===== config.mk =====
export PLATFORM = sky130hd
export DESIGN_NAME = fetch_stage
export DESIGN_NICKNAME = d
export VERILOG_FILES = /design/src/rtl/fetch_stage.sv
export SDC_FILE = /design/constraint.sdc
export NUM_CORES = 1
export LEC_CHECK = 0
export BUFFER_PORTS_ARGS = -buffer_cell sky130_fd_sc_hd__buf_4
export CAP_MARGIN = 20
export CORE_MARGIN = 5
export CORE_UTILIZATION = 40
export DETAILED_ROUTE_END_ITERATION = 8
export PLACE_DENSITY = 0.73
export REMOVE_ABC_BUFFERS = 1
export SLEW_MARGIN = 20
export SYNTH_ARGS = -nofsm -noshare
export SYNTH_HDL_FRONTEND = slang
export SYNTH_SLANG_ARGS = --single-unit

===== constraint.sdc =====
create_clock -name clk -period 4.75 [get_ports clk]
set_input_delay 0.95 -clock clk [delete_from_list [all_inputs] [get_ports clk]]
set_output_delay 0.95 -clock clk [all_outputs]
set_load 0.01 [all_outputs]

===== src/rtl/fetch_stage.sv =====
// Instruction fetch stage: owns the PC, issues single-outstanding imem requests
// and hands fetched instructions to IF/ID through a valid/ready slot with a skid.
module fetch_stage #(
  parameter logic [31:0] RESET_PC  = 32'h0000_0000,
  parameter logic [31:0] NOP_INSTR = 32'h0000_0013
) (
  input  logic        clk,
  input  logic        rst_n,
  output logic        imem_req,
  output logic [31:0] imem_addr,
  input  logic        imem_gnt,
  input  logic        imem_rvalid,
  input  logic [31:0] imem_rdata,
  input  logic        redirect_valid,
  input  logic [31:0] redirect_pc,
  output logic        out_valid,
  input  logic        out_ready,
  output logic [31:0] out_pc,
  output logic [31:0] out_instr
);

  typedef enum logic [1:0] {
    S_FETCH,
    S_WAIT,
    S_HOLD
  } state_e;

  state_e      state_q, state_d;
  logic [31:0] pc_q, pc_d;
  logic [31:0] req_pc_q, req_pc_d;
  logic        kill_q, kill_d;
  logic [31:0] skid_pc_q, skid_pc_d;
  logic [31:0] skid_instr_q, skid_instr_d;
  logic        out_valid_q, out_valid_d;
  logic [31:0] out_pc_q, out_pc_d;
  logic [31:0] out_instr_q, out_instr_d;

  assign imem_req  = rst_n && (state_q == S_FETCH);
  assign imem_addr = pc_q;
  assign out_valid = out_valid_q;
  assign out_pc    = out_pc_q;
  assign out_instr = out_instr_q;

  always_ff @(posedge clk) begin
    if (!rst_n) begin
      state_q      <= S_FETCH;
      pc_q         <= RESET_PC;
      req_pc_q     <= '0;
      kill_q       <= 1'b0;
      skid_pc_q    <= '0;
      skid_instr_q <= NOP_INSTR;
      out_valid_q  <= 1'b0;
      out_pc_q     <= '0;
      out_instr_q  <= NOP_INSTR;
    end else begin
      state_q      <= state_d;
      pc_q         <= pc_d;
      req_pc_q     <= req_pc_d;
      kill_q       <= kill_d;
      skid_pc_q    <= skid_pc_d;
      skid_instr_q <= skid_instr_d;
      out_valid_q  <= out_valid_d;
      out_pc_q     <= out_pc_d;
      out_instr_q  <= out_instr_d;
    end
  end

  always_comb begin
    state_d      = state_q;
    pc_d         = pc_q;
    req_pc_d     = req_pc_q;
    kill_d       = kill_q;
    skid_pc_d    = skid_pc_q;
    skid_instr_d = skid_instr_q;
    out_valid_d  = out_valid_q;
    out_pc_d     = out_pc_q;
    out_instr_d  = out_instr_q;

    // Consumption empties the slot unless a load below refills it.
    if (out_valid_q && out_ready) out_valid_d = 1'b0;

    if (redirect_valid) begin
      pc_d         = {redirect_pc[31:2], 2'b00};
      out_valid_d  = 1'b0;
      out_instr_d  = NOP_INSTR;
      skid_pc_d    = '0;
      skid_instr_d = NOP_INSTR;
      case (state_q)
        S_FETCH: begin
          // A grant in this cycle used the old pc; its response must be dropped.
          if (imem_gnt) begin
            state_d = S_WAIT;
            kill_d  = 1'b1;
          end
        end
        S_WAIT: begin
          if (imem_rvalid) begin
            state_d = S_FETCH;
            kill_d  = 1'b0;
          end else begin
            kill_d  = 1'b1;
          end
        end
        default: state_d = S_FETCH;
      endcase
    end else begin
      case (state_q)
        S_FETCH: begin
          if (imem_gnt) begin
            req_pc_d = pc_q;
            pc_d     = pc_q + 32'd4;
            state_d  = S_WAIT;
          end
        end
        S_WAIT: begin
          if (imem_rvalid) begin
            if (kill_q) begin
              kill_d  = 1'b0;
              state_d = S_FETCH;
            end else if (!out_valid_q || out_ready) begin
              out_pc_d    = req_pc_q;
              out_instr_d = imem_rdata;
              out_valid_d = 1'b1;
              state_d     = S_FETCH;
            end else begin
              skid_pc_d    = req_pc_q;
              skid_instr_d = imem_rdata;
              state_d      = S_HOLD;
            end
          end
        end
        S_HOLD: begin
          if (out_ready) begin
            out_pc_d    = skid_pc_q;
            out_instr_d = skid_instr_q;
            out_valid_d = 1'b1;
            state_d     = S_FETCH;
          end
        end
        default: state_d = S_FETCH;
      endcase
    end
  end

endmodule

==> flow_results.xml <==
<?xml version="1.0" encoding="UTF-8"?>
<metrics>
  <group name="timing">
    <metric name="period_minus_slack" unit="ns">2.647</metric>
    <metric name="finalSetupTns" unit="ns">0</metric>
    <metric name="finalHoldViolCount" unit="">0</metric>
    <metric name="maxSlewHeadroom" unit="%">28.64</metric>
    <metric name="setup_viol" unit="">0</metric>
    <metric name="finalHoldWorstSlack" unit="ns">0.4536</metric>
    <metric name="final_skew" unit="ns">0.01040</metric>
    <metric name="min_period_over_period" unit="%">55.73</metric>
    <metric name="worst_slew_pin_slew" unit="ns">1.070</metric>
    <metric name="clock.fmax" unit="GHz">0.3778</metric>
    <metric name="rsz0062_at_grt" unit="">no</metric>
    <metric name="final-max-slew-violation-count" unit="">0</metric>
  </group>
  <group name="synthesis">
    <metric name="synth_edf_count" unit="">0</metric>
    <metric name="warning_count_from_the_yosys_run" unit="">0</metric>
    <metric name="synthXorXnorAreaFrac" unit="%">1.205</metric>
    <metric name="ys_ff_latch" unit="">188</metric>
    <metric name="synth-seq-area-share" unit="%">47.09</metric>
    <metric name="main_combinational_cell_family_by_area_after_synthesis" unit="">compound AO/OA/AOI/OAI gates</metric>
    <metric name="muxShareOfSynthArea" unit="%">7.514</metric>
    <metric name="synth_fa_ha_area_share" unit="%">0.6262</metric>
    <metric name="post_synth_instance_area" unit="sq um">7993</metric>
    <metric name="postSynth.asyncResetShare" unit="%">0</metric>
    <metric name="yosys_most_used_dff" unit="">sky130_fd_sc_hd__dfxtp_1</metric>
    <metric name="synth_area_per_cell" unit="sq um">8.458</metric>
    <metric name="synth-compound-area-share" unit="%">20.52</metric>
    <metric name="synthSimpleGateAreaFrac" unit="%">17.81</metric>
    <metric name="syn_inst" unit="">945</metric>
    <metric name="synth_cell_type_count" unit="">50</metric>
  </group>
  <group name="clock_tree">
    <metric name="cts_num_sinks" unit="">188</metric>
    <metric name="clk_transition_reported_paths" unit="ns">0.07</metric>
    <metric name="clock_latency" unit="ns">0.42</metric>
    <metric name="cts.path.max_buffers" unit="">2</metric>
    <metric name="post_cts_resize_count" unit="">0</metric>
    <metric name="htree_num_levels" unit="">4</metric>
    <metric name="post-cts-setup-buffer-count" unit="">0</metric>
    <metric name="cts_tree" unit="">done</metric>
    <metric name="cts_made_buffers" unit="">17</metric>
    <metric name="cts.root.buffer_cell" unit="">sky130_fd_sc_hd__clkbuf_16</metric>
    <metric name="cts.hold.buffers_added" unit="">0</metric>
  </group>
  <group name="final_layout">
    <metric name="synthToLayoutAreaGrowth" unit="%">24.06</metric>
    <metric name="layout.filler_cells" unit="">1908</metric>
    <metric name="design.final.nets" unit="">1124</metric>
    <metric name="insertedDiodeCount" unit="">0</metric>
    <metric name="utilization_after_layout" unit="%">50.62</metric>
    <metric name="drive_above_1_share" unit="%">19.85</metric>
  </group>
  <group name="drt">
    <metric name="route.detailed.vias_per_inst" unit="">5.360</metric>
    <metric name="final_wirelength" unit="mm">21.78</metric>
    <metric name="vias" unit="">7118</metric>
    <metric name="drc" unit="">0</metric>
    <metric name="detail_route.wl_per_cell" unit="microns">16.40</metric>
    <metric name="detail_route.first_pass.iterations" unit="">5</metric>
    <metric name="number_of_drc_markers_after_the_initial_detailed_route_iteration" unit="">297</metric>
    <metric name="postRouteAntennaNets" unit="">0</metric>
  </group>
  <group name="worst_setup_path">
    <metric name="timing.setup.critical_path_class" unit="">reg -&gt; reg</metric>
    <metric name="reg2reg_to" unit="">out_instr[26]</metric>
    <metric name="crit_fanout" unit="">77</metric>
    <metric name="crit_end" unit="">out_instr[26]</metric>
    <metric name="worst_setup_path_end_kind" unit="">flop</metric>
    <metric name="crit-reg2reg-launch" unit="">state_q[0]</metric>
    <metric name="worst_path_largest_cell_delay" unit="ns">0.62</metric>
    <metric name="setup.worst_path.start_class" unit="">flop</metric>
    <metric name="critical_path.slowest_cell" unit="">sky130_fd_sc_hd__buf_4</metric>
    <metric name="arrival" unit="ns">2.96</metric>
    <metric name="timing.critical_path.cells" unit="">inv_1 &gt; ha_4 &gt; nand2_1 &gt; o2bb2ai_4 &gt; buf_4 &gt; nor2_1 &gt; a211oi_1</metric>
    <metric name="required" unit="ns">5.06</metric>
    <metric name="timing.critical_path.from" unit="">state_q[0]</metric>
    <metric name="worst_r2r_path_depth" unit="">7</metric>
    <metric name="r2r_setup_slack" unit="ns">2.10</metric>
  </group>
  <group name="power_and_ir_drop">
    <metric name="ir_worst_vdd" unit="mV">0.2460</metric>
    <metric name="power_leakage" unit="nW">3.426</metric>
    <metric name="power_per_unit_of_standard_cell_area" unit="nW/um^2">355.4</metric>
  </group>
  <group name="hold_path">
    <metric name="hold_path_class" unit="">reg -&gt; reg</metric>
  </group>
  <group name="floorplan">
    <metric name="placeable_core_region" unit="sq um">19590</metric>
    <metric name="die_area" unit="sq um">22910</metric>
    <metric name="initial_standard_cell_utilization_of_the_core" unit="%">40.80</metric>
    <metric name="chipWidth" unit="microns">151.4</metric>
    <metric name="io_pins" unit="">168</metric>
    <metric name="fp.dieH" unit="microns">151.4</metric>
    <metric name="row_count" unit="">51</metric>
  </group>
  <group name="global_routing">
    <metric name="wire_length_of_the_first_global_routing_pass" unit="mm">34.22</metric>
    <metric name="antenna_violations_before_repair" unit="">0</metric>
    <metric name="grt_pass1_vias" unit="">6621</metric>
    <metric name="globalRouteOverflowTotal" unit="">0</metric>
    <metric name="grtUsageTotal" unit="%">18.61</metric>
    <metric name="grt_max_degree" unit="">90</metric>
  </group>
  <group name="job">
    <metric name="timing.max_cap.violations" unit="">0</metric>
  </group>
  <group name="placement">
    <metric name="place.gp.congestion" unit="">0.7627</metric>
    <metric name="placement.io_buffers" unit="">161</metric>
    <metric name="detailed_place_hpwl" unit="mm">13.67</metric>
  </group>
  <group name="run_status">
    <metric name="outcome" unit="">completed</metric>
  </group>
</metrics>
-- state kept, by name, summed over array words and instances (netlist names) --
signal	flops
imem_addr	30
kill_q	1
out_instr	32
out_pc	30
out_valid	1
req_pc_q	30
skid_instr_q	32
skid_pc_q	30
state_q	2
-- final cells by class --
type / instances / area (sq um) / share of cell area, %
Timing Repair Buffer: 171 / 1284 / 12.95
Multi-Input combinational cell: 664 / 3869 / 39.02
Inverter: 8 / 31.28 / 0.3155
Clock buffer: 18 / 429.2 / 4.328
Tap cell: 265 / 331.6 / 3.344
Clock inverter: 14 / 207.7 / 2.095
Sequential cell: 188 / 3764 / 37.96
-- layer usage --
| layer | share of wire (%) | up-vias | routed length [microns] | track usage, % |
|---|---|---|---|---|
| li1 | - | 3579 | - | - |
| met1 | 46 | 3299 | 9968 | 25.39 |
| met2 | 46 | 225 | 10020 | 30.38 |
| met3 | 7.5 | 15 | 1636 | 4.249 |
| met4 | 0.71 | 0 | 155 | 3.581 |
| met5 | 0 | - | 0 | 0 |
-- synthesized netlist by cell type, types with 2 or more instances --
cell / instances / area (sq um)
sky130_fd_sc_hd__a211oi_1: 40 / 300.3
sky130_fd_sc_hd__a21oi_1: 129 / 645.6
sky130_fd_sc_hd__a311oi_1: 32 / 280.3
sky130_fd_sc_hd__a31oi_1: 14 / 87.58
sky130_fd_sc_hd__and2_1: 6 / 37.54
sky130_fd_sc_hd__and3_1: 6 / 37.54
sky130_fd_sc_hd__and3b_1: 2 / 17.52
sky130_fd_sc_hd__and4_1: 7 / 61.31
sky130_fd_sc_hd__buf_1: 5 / 18.77
sky130_fd_sc_hd__buf_2: 10 / 50.05
sky130_fd_sc_hd__buf_4: 7 / 52.55
sky130_fd_sc_hd__buf_6: 2 / 22.52
sky130_fd_sc_hd__clkbuf_1: 64 / 240.2
sky130_fd_sc_hd__dfxtp_1: 188 / 3764
sky130_fd_sc_hd__ha_1: 4 / 50.05
sky130_fd_sc_hd__inv_1: 6 / 22.52
sky130_fd_sc_hd__mux2i_1: 60 / 600.6
sky130_fd_sc_hd__nand2_1: 199 / 747.0
sky130_fd_sc_hd__nand3_1: 15 / 75.07
sky130_fd_sc_hd__nand4_1: 12 / 75.07
sky130_fd_sc_hd__nor2_1: 44 / 165.2
sky130_fd_sc_hd__nor2b_1: 2 / 12.51
sky130_fd_sc_hd__nor4_1: 2 / 12.51
sky130_fd_sc_hd__o21ai_0: 31 / 155.2
sky130_fd_sc_hd__o31ai_1: 9 / 67.56
sky130_fd_sc_hd__or3_1: 4 / 25.02
sky130_fd_sc_hd__or4_1: 12 / 90.09
sky130_fd_sc_hd__xor2_1: 11 / 96.34
-- cell families (layout without fill, tap and decap cells) --
kind of cell	Yosys count	in the layout
AOI/OAI and AO/OA	267	267
DFF	188	188
other	1	4
and+or+nand+nor	318	318
adders and majority gates	4	4
buffers and inverters	96	211
muxes	60	60
xor gates and xnor gates	11	11
-- per-stage QoR --
step	instance area, sq um	cells	total power [mW]	setup slack, ns
floorplan	7620	860	1.854	-3.031
global placement	9279	1296	2.020	1.903
detailed placement	9279	1296	2.025	1.832
CTS	9916	1328	3.562	2.071
global route	9916	1328	3.661	1.804
finish	9916	1328	3.524	2.103
-- critical path: cells and delay by family, from the launching register on --
kind                     cells  cell delay, ns
AO/OA/AOI/OAI                2            0.44
adder cells (fa/ha/maj)      1            0.59
buffers and inverters        2            0.74
flip-flops                   1            0.33
AND/OR/NAND/NOR              2            0.38
-- worst min-delay path by stage --
stage,from,to,cells after the start
2_1_floorplan,skid_instr_q[0],skid_instr_q[0],2
3_3_place_gp,skid_instr_q[0],skid_instr_q[0],2
3_5_place_dp,skid_instr_q[30],skid_instr_q[30],2
4_1_cts,skid_pc_q[30],skid_pc_q[30],2
5_1_grt,skid_pc_q[30],skid_pc_q[30],2
6_report,skid_pc_q[30],skid_pc_q[30],2
-- cell usage in the layout, fill, tap and decap left out, types with 2 or more instances in the layout --
| master | instances |
|---|---|
| sky130_fd_sc_hd__ha_1 | 3 |
| sky130_fd_sc_hd__o31ai_1 | 9 |
| sky130_fd_sc_hd__and3_1 | 6 |
| sky130_fd_sc_hd__bufinv_16 | 4 |
| sky130_fd_sc_hd__and4_1 | 7 |
| sky130_fd_sc_hd__clkinv_4 | 4 |
| sky130_fd_sc_hd__conb_1 | 4 |
| sky130_fd_sc_hd__inv_1 | 6 |
| sky130_fd_sc_hd__nor2b_1 | 2 |
| sky130_fd_sc_hd__and3b_1 | 2 |
| sky130_fd_sc_hd__and2_1 | 5 |
| sky130_fd_sc_hd__a311oi_1 | 32 |
| sky130_fd_sc_hd__nand3_1 | 15 |
| sky130_fd_sc_hd__clkbuf_16 | 17 |
| sky130_fd_sc_hd__mux2i_1 | 60 |
| sky130_fd_sc_hd__nand2_1 | 197 |
| sky130_fd_sc_hd__clkinv_2 | 2 |
| sky130_fd_sc_hd__a21oi_1 | 129 |
| sky130_fd_sc_hd__nand4_1 | 12 |
| sky130_fd_sc_hd__a211oi_1 | 40 |
| sky130_fd_sc_hd__or4_1 | 12 |
| sky130_fd_sc_hd__a31oi_1 | 14 |
| sky130_fd_sc_hd__xor2_1 | 11 |
| sky130_fd_sc_hd__inv_8 | 2 |
| sky130_fd_sc_hd__o21ai_0 | 31 |
| sky130_fd_sc_hd__dfxtp_1 | 188 |
| sky130_fd_sc_hd__nor4_1 | 2 |
| sky130_fd_sc_hd__nor2_1 | 44 |
| sky130_fd_sc_hd__inv_6 | 2 |
| sky130_fd_sc_hd__buf_4 | 171 |
| sky130_fd_sc_hd__or3_1 | 4 |
-- report_power, final --
part	internal (mW)	total (mW)	leakage [nW]	switching, mW
clock network	0.896	1.54	0.309	0.641
registers	1.62	1.67	1.53	0.0505
logic	0.139	0.316	1.59	0.177
total	2.66	3.52	3.43	0.869
(Power assumes the default switching activity.)
